--- src/rtl/morse_key_decoder.sv ---
// Morse key receiver: synchronises and debounces a raw key, times marks/spaces in ticks,
// and emits one dot/dash code word per letter. Define MORSE_WORD_GAP_EN for word-gap pulses.
module morse_key_decoder #(
    parameter int TICK_DIV         = 100000,
    parameter int DEBOUNCE_TICKS   = 20,
    parameter int DASH_TICKS       = 300,
    parameter int LETTER_GAP_TICKS = 600,
    parameter int WORD_GAP_TICKS   = 1400,
    parameter int MAX_SYMS         = 6
) (
    input  logic                clk,
    input  logic                rst,
    input  logic                key_in,
    output logic                key_level,
    output logic [MAX_SYMS-1:0] sym_code,
    output logic [2:0]          sym_len,
    output logic                sym_valid,
    output logic                overflow,
    output logic                word_space
);

    localparam int PW = (TICK_DIV > 1) ? $clog2(TICK_DIV) : 1;
    localparam int DW = (DEBOUNCE_TICKS > 1) ? $clog2(DEBOUNCE_TICKS + 1) : 1;

    typedef enum logic [1:0] {
        ST_IDLE,
        ST_MARK,
        ST_SPACE,
        ST_WORD_WAIT
    } state_t;

    logic [1:0]          sync_q;
    logic                key_sync;
    logic [PW-1:0]       presc_q, presc_d;
    logic                tick;
    logic [DW-1:0]       db_cnt_q, db_cnt_d;
    logic                level_q, level_d;
    logic                key_rise, key_fall;

    state_t              state_q, state_d;
    logic [15:0]         mark_cnt_q, mark_cnt_d, mark_inc;
    logic [15:0]         gap_cnt_q, gap_cnt_d, gap_inc;
    logic                sym_dash;
    logic [MAX_SYMS-1:0] acc_code_q, acc_code_d;
    logic [2:0]          acc_len_q, acc_len_d;
    logic                acc_ovf_q, acc_ovf_d;
    logic [MAX_SYMS-1:0] sym_code_q, sym_code_d;
    logic [2:0]          sym_len_q, sym_len_d;
    logic                ovf_q, ovf_d;
    logic                sym_valid_q, sym_valid_d;
`ifdef MORSE_WORD_GAP_EN
    logic                word_space_q, word_space_d;
`endif

    assign key_sync = sync_q[1];
    assign tick     = (presc_q == PW'(TICK_DIV - 1));
    assign presc_d  = tick ? '0 : presc_q + PW'(1);

    // Level only moves on a tick, so rise/fall are single-cycle, tick-aligned events.
    always_comb begin
        db_cnt_d = db_cnt_q;
        level_d  = level_q;
        key_rise = 1'b0;
        key_fall = 1'b0;
        if (tick) begin
            if (key_sync != level_q) begin
                if (db_cnt_q == DW'(DEBOUNCE_TICKS - 1)) begin
                    level_d  = ~level_q;
                    db_cnt_d = '0;
                    key_rise = ~level_q;
                    key_fall = level_q;
                end else begin
                    db_cnt_d = db_cnt_q + DW'(1);
                end
            end else begin
                db_cnt_d = '0;
            end
        end
    end

    assign mark_inc = (&mark_cnt_q) ? mark_cnt_q : mark_cnt_q + 16'd1;
    assign gap_inc  = (&gap_cnt_q) ? gap_cnt_q : gap_cnt_q + 16'd1;
    // Mark length includes the tick on which the release is seen.
    assign sym_dash = (mark_inc >= 16'(DASH_TICKS));

    always_comb begin
        state_d     = state_q;
        mark_cnt_d  = mark_cnt_q;
        gap_cnt_d   = gap_cnt_q;
        acc_code_d  = acc_code_q;
        acc_len_d   = acc_len_q;
        acc_ovf_d   = acc_ovf_q;
        sym_code_d  = sym_code_q;
        sym_len_d   = sym_len_q;
        ovf_d       = ovf_q;
        sym_valid_d = 1'b0;
`ifdef MORSE_WORD_GAP_EN
        word_space_d = 1'b0;
`endif
        case (state_q)
            ST_IDLE: begin
                if (key_rise) begin
                    state_d    = ST_MARK;
                    mark_cnt_d = '0;
                end
            end
            ST_MARK: begin
                if (tick) begin
                    mark_cnt_d = mark_inc;
                    if (key_fall) begin
                        if (acc_len_q < 3'(MAX_SYMS)) begin
                            for (int i = 0; i < MAX_SYMS; i++) begin
                                if (acc_len_q == 3'(i)) acc_code_d[i] = sym_dash;
                            end
                            acc_len_d = acc_len_q + 3'd1;
                        end else begin
                            acc_ovf_d = 1'b1;
                        end
                        gap_cnt_d = '0;
                        state_d   = ST_SPACE;
                    end
                end
            end
            ST_SPACE: begin
                if (tick) begin
                    gap_cnt_d = gap_inc;
                    if (gap_inc >= 16'(LETTER_GAP_TICKS)) begin
                        sym_code_d  = acc_code_q;
                        sym_len_d   = acc_len_q;
                        ovf_d       = acc_ovf_q;
                        sym_valid_d = 1'b1;
                        acc_code_d  = '0;
                        acc_len_d   = '0;
                        acc_ovf_d   = 1'b0;
                        // A press landing on the closing tick starts the next letter.
                        if (key_rise) begin
                            state_d    = ST_MARK;
                            mark_cnt_d = '0;
                        end else begin
`ifdef MORSE_WORD_GAP_EN
                            state_d = ST_WORD_WAIT;
`else
                            state_d = ST_IDLE;
`endif
                        end
                    end else if (key_rise) begin
                        state_d    = ST_MARK;
                        mark_cnt_d = '0;
                    end
                end
            end
`ifdef MORSE_WORD_GAP_EN
            ST_WORD_WAIT: begin
                if (tick) begin
                    gap_cnt_d = gap_inc;
                    if (key_rise) begin
                        state_d    = ST_MARK;
                        mark_cnt_d = '0;
                    end else if (gap_inc >= 16'(WORD_GAP_TICKS)) begin
                        word_space_d = 1'b1;
                        state_d      = ST_IDLE;
                    end
                end
            end
`endif
            default: state_d = ST_IDLE;
        endcase
    end

    always_ff @(posedge clk) begin
        if (rst) begin
            sync_q      <= '0;
            presc_q     <= '0;
            db_cnt_q    <= '0;
            level_q     <= 1'b0;
            state_q     <= ST_IDLE;
            mark_cnt_q  <= '0;
            gap_cnt_q   <= '0;
            acc_code_q  <= '0;
            acc_len_q   <= '0;
            acc_ovf_q   <= 1'b0;
            sym_code_q  <= '0;
            sym_len_q   <= '0;
            ovf_q       <= 1'b0;
            sym_valid_q <= 1'b0;
        end else begin
            sync_q      <= {sync_q[0], key_in};
            presc_q     <= presc_d;
            db_cnt_q    <= db_cnt_d;
            level_q     <= level_d;
            state_q     <= state_d;
            mark_cnt_q  <= mark_cnt_d;
            gap_cnt_q   <= gap_cnt_d;
            acc_code_q  <= acc_code_d;
            acc_len_q   <= acc_len_d;
            acc_ovf_q   <= acc_ovf_d;
            sym_code_q  <= sym_code_d;
            sym_len_q   <= sym_len_d;
            ovf_q       <= ovf_d;
            sym_valid_q <= sym_valid_d;
        end
    end

`ifdef MORSE_WORD_GAP_EN
    always_ff @(posedge clk) begin
        if (rst) word_space_q <= 1'b0;
        else     word_space_q <= word_space_d;
    end
    assign word_space = word_space_q;
`else
    assign word_space = 1'b0;
`endif

    assign key_level = level_q;
    assign sym_code  = sym_code_q;
    assign sym_len   = sym_len_q;
    assign overflow  = ovf_q;
    assign sym_valid = sym_valid_q;

endmodule

--- config.mk ---
export PLATFORM = sky130hd
export DESIGN_NAME = morse_key_decoder
export DESIGN_NICKNAME = d
export VERILOG_FILES = /design/src/rtl/morse_key_decoder.sv
export SDC_FILE = /design/constraint.sdc
export NUM_CORES = 1
export LEC_CHECK = 0
export ABC_AREA = 1
export CORE_MARGIN = 2
export CORE_UTILIZATION = 35
export CTS_BUF_LIST = sky130_fd_sc_hd__clkbuf_8
export DETAILED_ROUTE_END_ITERATION = 6
export HOLD_SLACK_MARGIN = 0.02
export SLEW_MARGIN = 20
export SYNTH_ARGS = -nofsm -noshare
export SYNTH_HDL_FRONTEND = slang
export SYNTH_SLANG_ARGS = --single-unit
--- constraint.sdc ---
create_clock -name clk -period 2.8 [get_ports clk]
set_clock_uncertainty 0.05 [all_clocks]
set_input_delay 0.56 -clock clk [delete_from_list [all_inputs] [get_ports clk]]
set_output_delay 0.56 -clock clk [all_outputs]
set_load 0.02 [all_outputs]
==> flow_summary.toml <==
[run_status]
status = "completed"

[power]
leakagePower_nw = 2.02
seq_power_share = 0.578
ir_worst_vdd_uv = 293
internal_power_mw = 1.50
p_sw_mw = 0.478
combPwrFrac = 0.019
clockPowerShare = 0.403
power.density_nw_per_um2 = 399
power_mw = 1.98
swShare = 0.241

[cts]
ctsHtreeMaxLevel = 3
cts_tree = "done"
cts-root-buf = "clkbuf_8"
post_cts_buffers = 0
cts.sinks = 80
cts_buffers = 9
insertion_delay_ps = 370
cts_buffer_depth = 2
clkSlewWorstSetupHoldPaths_ps = 90

[yosys]
synth_edf_count = 0
ys_seq_area_frac = 0.360
netlist.area_leader.share = 0.360
synth.distinct_cells = 39
ys_ff_latch = 80
synth_top_cell_by_area = "dfxtp_1"
netlist_top_cells_area = "dfxtp_1, nand2_1, nor2_1"
postSynthAreaPerCell_um2 = 6.48
syn_area_um2 = 4450
async_flop_share = 0
synth_cells = 687
synth_nets = 699
synth_most_common_cell = "nand2_1"
ys.flop_type = "dfxtp_1"
yosysWarnings = 0
synth.top_cells.by_count = "nand2_1, nor2_1, dfxtp_1"

[critical_path]
crit_slowest_cell = "dfxtp_1"
cp-startpoint = "gap_cnt_q[0]$_SDFFE_PP0P_"
cpPeakStageDelay_ps = 440
end_kind = "register"
required_ps = 3010
regToRegStartpoint = "gap_cnt_q[0]$_SDFFE_PP0P_"
arrival_ps = 2660
crit_chain = "ha_1 -> nand2_1 -> nor2_2 -> nand2_2 -> xor2_1 -> nand2_1 -> nand2_1 -> nand2_1 -> nor2_4 -> nand2_1 -> nand2_4 -> inv_2 -> o21ai_0 -> nor2_1"
reg2reg_to = "sym_code[3]$_SDFFE_PP0P_"
worstSetupPathType = "reg -> reg"
path_max_fanout = 12
rrSetupSlack_ps = 360
endpoint = "sym_code[3]$_SDFFE_PP0P_"
reg2regPathDepth = 14
start_kind = "register"
critPathMostFrequentCell = "nand2_1"

[final_layout]
finalNonFillerCells = 880
area_growth_pct = 11.4
fin_nets = 715
diodes = 0
drive_gt1_frac = 0.0777

[global_routing]
antenna_found_initial = 0
grt_pass1_vias = 3992
grt_max_degree = 37
overflow = 0
grt_pass1_wl_um = 17700
grt_usage = 0.161

[run]
cap_violations = 0

[routing]
wl_per_cell_um = 11.5
drc = 0
drt_iter0_markers = 155
wirelength_um = 10100
antenna_left = 0
vias = 4165
viasPerCell = 4.73
dr.pass1.iters = 4

[sta]
finalSetupViolations = 0
fin_crit_ps = 2440
tightestPinTransition_ps = 544
fin_tns_setup_ps = 0
fin_crit_sh = 0.872
hold_ws_ps = 366
rsz0062_at_grt = "no"
hold_viol_final = 0
fmax_mhz = 409
maxSlewHeadroom = 0.637
setup_slack_ps = 357
slew_violations = 0

[floorplanning]
initial_core_util = 0.356
io_pins = 16
die_h_um = 117
dieArea_um2 = 13600
fp.coreArea_um2 = 12500
std_cell_rows = 41
die_w_um = 117

[placement]
portBuffers = 14
gp_routability_congestion = 0.964
place_ws_ps = 315
dp_hpwl_um = 7380
dp.cells = 864

[worst_hold_path]
worstHoldPathType = "reg -> reg"
worst min-delay path by stage:
stage | endpoint | slack (ps) | cells after the start | from
2_1_floorplan | sync_q[1]$_SDFF_PP0_ | 340 | 2 | sync_q[0]$_SDFF_PP0_
3_3_place_gp | sync_q[1]$_SDFF_PP0_ | 350 | 2 | sync_q[0]$_SDFF_PP0_
3_5_place_dp | sync_q[1]$_SDFF_PP0_ | 350 | 2 | sync_q[0]$_SDFF_PP0_
4_1_cts | sync_q[1]$_SDFF_PP0_ | 360 | 2 | sync_q[0]$_SDFF_PP0_
5_1_grt | sync_q[1]$_SDFF_PP0_ | 380 | 2 | sync_q[0]$_SDFF_PP0_
6_report | sync_q[1]$_SDFF_PP0_ | 370 | 2 | sync_q[0]$_SDFF_PP0_
repair_timing:
action | in CTS | in global routing
gates resized for setup | 0 | 1
hold buffers | 0 | 0
setup endpoints to repair | 0 | 2
registers in the layout, indices dropped and copies added (netlist names), 2 cells and up:
name and cells:
presc_q 17, db_cnt_q 5, sync_q 2, acc_len_q 3, sym_code 6, state_q 2, acc_code_q 6, sym_len 3
gap_cnt_q 16, mark_cnt_q 16
placed cells by master, fill, tap and decap left out, types with 2 or more instances in the layout:
cell	instances
xor2_1	12
xnor2_1	5
nand2_4	2
buf_4	6
inv_1	73
nand2_1	193
clkinvlp_4	2
nor2_1	102
nand3_1	40
ha_1	9
dfxtp_1	80
clkinv_4	2
o21ai_0	30
nor2_4	6
nand2_2	5
nor2_2	6
a21oi_1	45
nand4_1	18
inv_2	8
clkbuf_8	10
o21ai_1	10
nor3_1	10
clkdlybuf4s50_1	14
a31oi_1	2
o21bai_1	3
per-stage QoR:
stage	util	cell area, um2
3_5_place_dp	0.382	4780
5_1_grt	0.397	4960
3_3_place_gp	0.382	4780
6_report	0.397	4960
2_1_floorplan	-	4450
4_1_cts	0.396	4960
power by group through the flow:
stage | Combinational (mW) | Clock (mW) | Sequential [mW]
floorplan | 0.0258 | 0 | 1.17
global placement | 0.0367 | 0 | 1.17
detailed placement | 0.0375 | 0 | 1.17
CTS | 0.0376 | 0.832 | 1.14
global route | 0.0425 | 0.883 | 1.15
finish | 0.0371 | 0.797 | 1.14
logic make-up (layout without fill, tap and decap cells):
logic type      after synthesis  count (layout)  synth area share
other cells                   1               1          0.000842
compound gates               95              95             0.113
simple gates                389             389             0.382
flops                        80              80             0.360
fa+ha+maj                     9               9            0.0253
xor+xnor                     17              17            0.0334
buf+inv                      96             117            0.0860
cell type report:
type	instances	area, um2
clock buffer	10	138
clock inverter	6	45.0
fill	1390	7550
inverter	81	304
multi-input combinational	511	2470
sequential	80	1600
tap	172	215
timing repair buffer	20	185
metal layers:
metal  vias to the layer above  GRT usage  part of all wire
li1                       2221          -                 -
met1                      1883      0.202              0.48
met2                        47      0.271              0.47
met3                        14     0.0381             0.032
met4                         0     0.0596             0.017
met5                         -          0                 0
worst max-delay path: cells and delay by family, from the launching register on:
family,cells,cell delay [ps]
buffers and inverters,1,110
XOR/XNOR,1,150
AND/OR/NAND/NOR,10,1140
AO/OA/AOI/OAI,1,170
flip-flops,1,440
adder cells (fa/ha/maj),1,280
(Power assumes the default switching activity.)
==> RTL change, RTL diff (same flow settings) <==
Build with the macro `MORSE_WORD_GAP_EN` defined.
--- a/src/rtl/morse_key_decoder.sv
+++ b/src/rtl/morse_key_decoder.sv
@@ -1,5 +1,7 @@
 // Morse key receiver: synchronises and debounces a raw key, times marks/spaces in ticks,
 // and emits one dot/dash code word per letter. Define MORSE_WORD_GAP_EN for word-gap pulses.
+`define MORSE_WORD_GAP_EN
+
 module morse_key_decoder #(
     parameter int TICK_DIV         = 100000,
     parameter int DEBOUNCE_TICKS   = 20,
Check against the original RTL: no difference found for any inputs over 10 cycles, from zero or initial values and one cycle with rst high; that may be too few to reach the edited logic, so the function may still have changed.
==> RTL change against the unedited design <==
Die area up 4.8%; setup slack lost 42 ps; routed wire length grew 4.9%; core utilization increased by 0.56 points; largest cell class unchanged; highest routed layer unchanged; worst hold slack worse by 2.6 ps; area after synthesis rose by 5.0%; critical endpoint is now sym_code[5]; synthesized cell count rose by 3.8%; sequential cell count increased by 1; global-route usage decreased by 0.51 points; cell area increased by 6.5%.
Power is not compared: it rests on default switching activity, and its combinational part moved more than twofold at a synthesized area within 25%.
==> RTL change: results (changes against the unedited design) <==
Finish
  – Number of fill cells: 1428 (was 1390)
  – Final nets: 750 (was 715)

Synthesis
  – Post-synth top cells: 186 x nand2_1, 98 x nor2_1, 82 x inv_1, 81 x dfxtp_1, 65 x a21oi_1 (was 193 x nand2_1, 102 x nor2_1, 80 x dfxtp_1, 72 x inv_1, 45 x a21oi_1)
  – Post-synth ARST share: 0 (unchanged)
  – Synth Warn #: 0 (unchanged)
  – Post-Synth Adder-Cell Area: 0.0241 (was 0.0253)
  – Sequential fraction of the synthesis area: 0.347 (was 0.360)
  – Synth Area in XOR/XNOR: 0.0468 (was 0.0334)
  – Area contributors post-synth: dfxtp_1 35%, nand2_1 15%, nor2_1 7.9% (was dfxtp_1 36%, nand2_1 16%, nor2_1 8.6%)
  – Compound-Gate Fraction of Synth Area: 0.112 (was 0.113)
  – Mapped Nets: 725 (was 699)
  – Yosys cell types: 40 (was 39)

Setup path
  – Crit-path max FO: 14 (was 12)
  – Worst EP arrival: 2680 ps (was 2660 ps)

Drt
  – Vias post-DR: 4317 (was 4165)
  – Starting DRT DRC Count: 263 (was 155)
  – Per-cell routed wire length: 11.5 um (about the same)

Placed design
  – DP Area: 5070 um^2 (was 4780 um^2)
  – Dpl hpwl: 7750 um (was 7380 um)
  – DP Worst Slack: 220 ps (was 315 ps)
  – I/O Buffers: 15 (was 14)

Outcome
  – Status: finished clean (unchanged)

Timing
  – Slew @ Worst Pin: 657 ps (was 544 ps)

Global route
  – First-pass GRT wire length: 18600 um (was 17700 um)
  – Largest net degree at the start of global routing: 33 (was 37)
  – Vias in the first global route: 3994 (was 3992)
  – GRT Util Overall: 0.156 (was 0.161)

Hold path
  – HP Class: flop to flop (unchanged)

Clock network
  – Skew-Pair Late Insertion Delay: 350 ps (was 370 ps)
RTL change: through the flow:
stage / instances / power (uW)
2_1_floorplan: 713 / 1780
3_3_place_gp: 903 / 1970
3_5_place_dp: 903 / 1960
4_1_cts: 917 / 2900
5_1_grt: 917 / 3040
6_report: 917 / 2860
RTL change: repair_timing:
action,in CTS,in global routing
endpoints found under the setup margin,0,7
gates resized for setup,0,1
endpoints found under the hold margin,0,0
setup buffers,0,0
RTL change: critical path, cell delays in order, from the launching register on:
cell,delay [ps]
dfxtp_1,360
ha_1,270
inv_1,90
nor2_2,50
nand2_2,80
inv_2,50
nand2_4,170
inv_1,130
a21oi_1,260
nand3_2,130
nor2_2,150
nand2_2,100
nand3_2,130
buf_4,190
nand2_1,60
nand2_1,50
a21oi_1,50
RTL change: layout make-up:
class                   instances  area, um^2  area share
repair buffers                 31         270      0.0511
well taps                     176         220      0.0417
clock buffers                   9         124      0.0234
clock inverters                 5        81.3      0.0154
inverters                      86         323      0.0611
multi-input cells             529        2640       0.500
flip-flops and latches         81        1620       0.307
RTL change: cell families (layout without fill, tap and decap cells):
family / Yosys count / after routing
adders and majority gates: 9 / 9
and+or+nand+nor: 398 / 398
DFF: 81 / 81
xor gates and xnor gates: 25 / 25
buffers and inverters: 103 / 131
AOI/OAI and AO/OA: 97 / 97
RTL change: routing by layer:
metal | track usage | wire, um | vias up
li1 | - | - | 2343
met1 | 0.210 | 5350 | 1911
met2 | 0.257 | 4770 | 53
met3 | 0.0375 | 375 | 10
met4 | 0.0309 | 91 | 0
met5 | 0 | 0 | -
RTL change: final timing paths:
path	start	endpoint	slack [ps]	cells past startpoint
hold reg to reg	sync_q[0]	sync_q[1]	360	2
setup / recovery	gap_cnt_q[0]	sym_code[5]	310	16
hold / removal	sync_q[0]	sync_q[1]	360	2
setup reg to reg	gap_cnt_q[0]	sym_code[5]	310	16
RTL change: report_power, final:
| part | switching [uW] | total [uW] | internal (uW) | leakage, uW |
|---|---|---|---|---|
| logic | 429 | 648 | 219 | 0.00141 |
| clock network | 427 | 921 | 494 | 0.000102 |
| registers | 72.2 | 1290 | 1220 | 0.000654 |
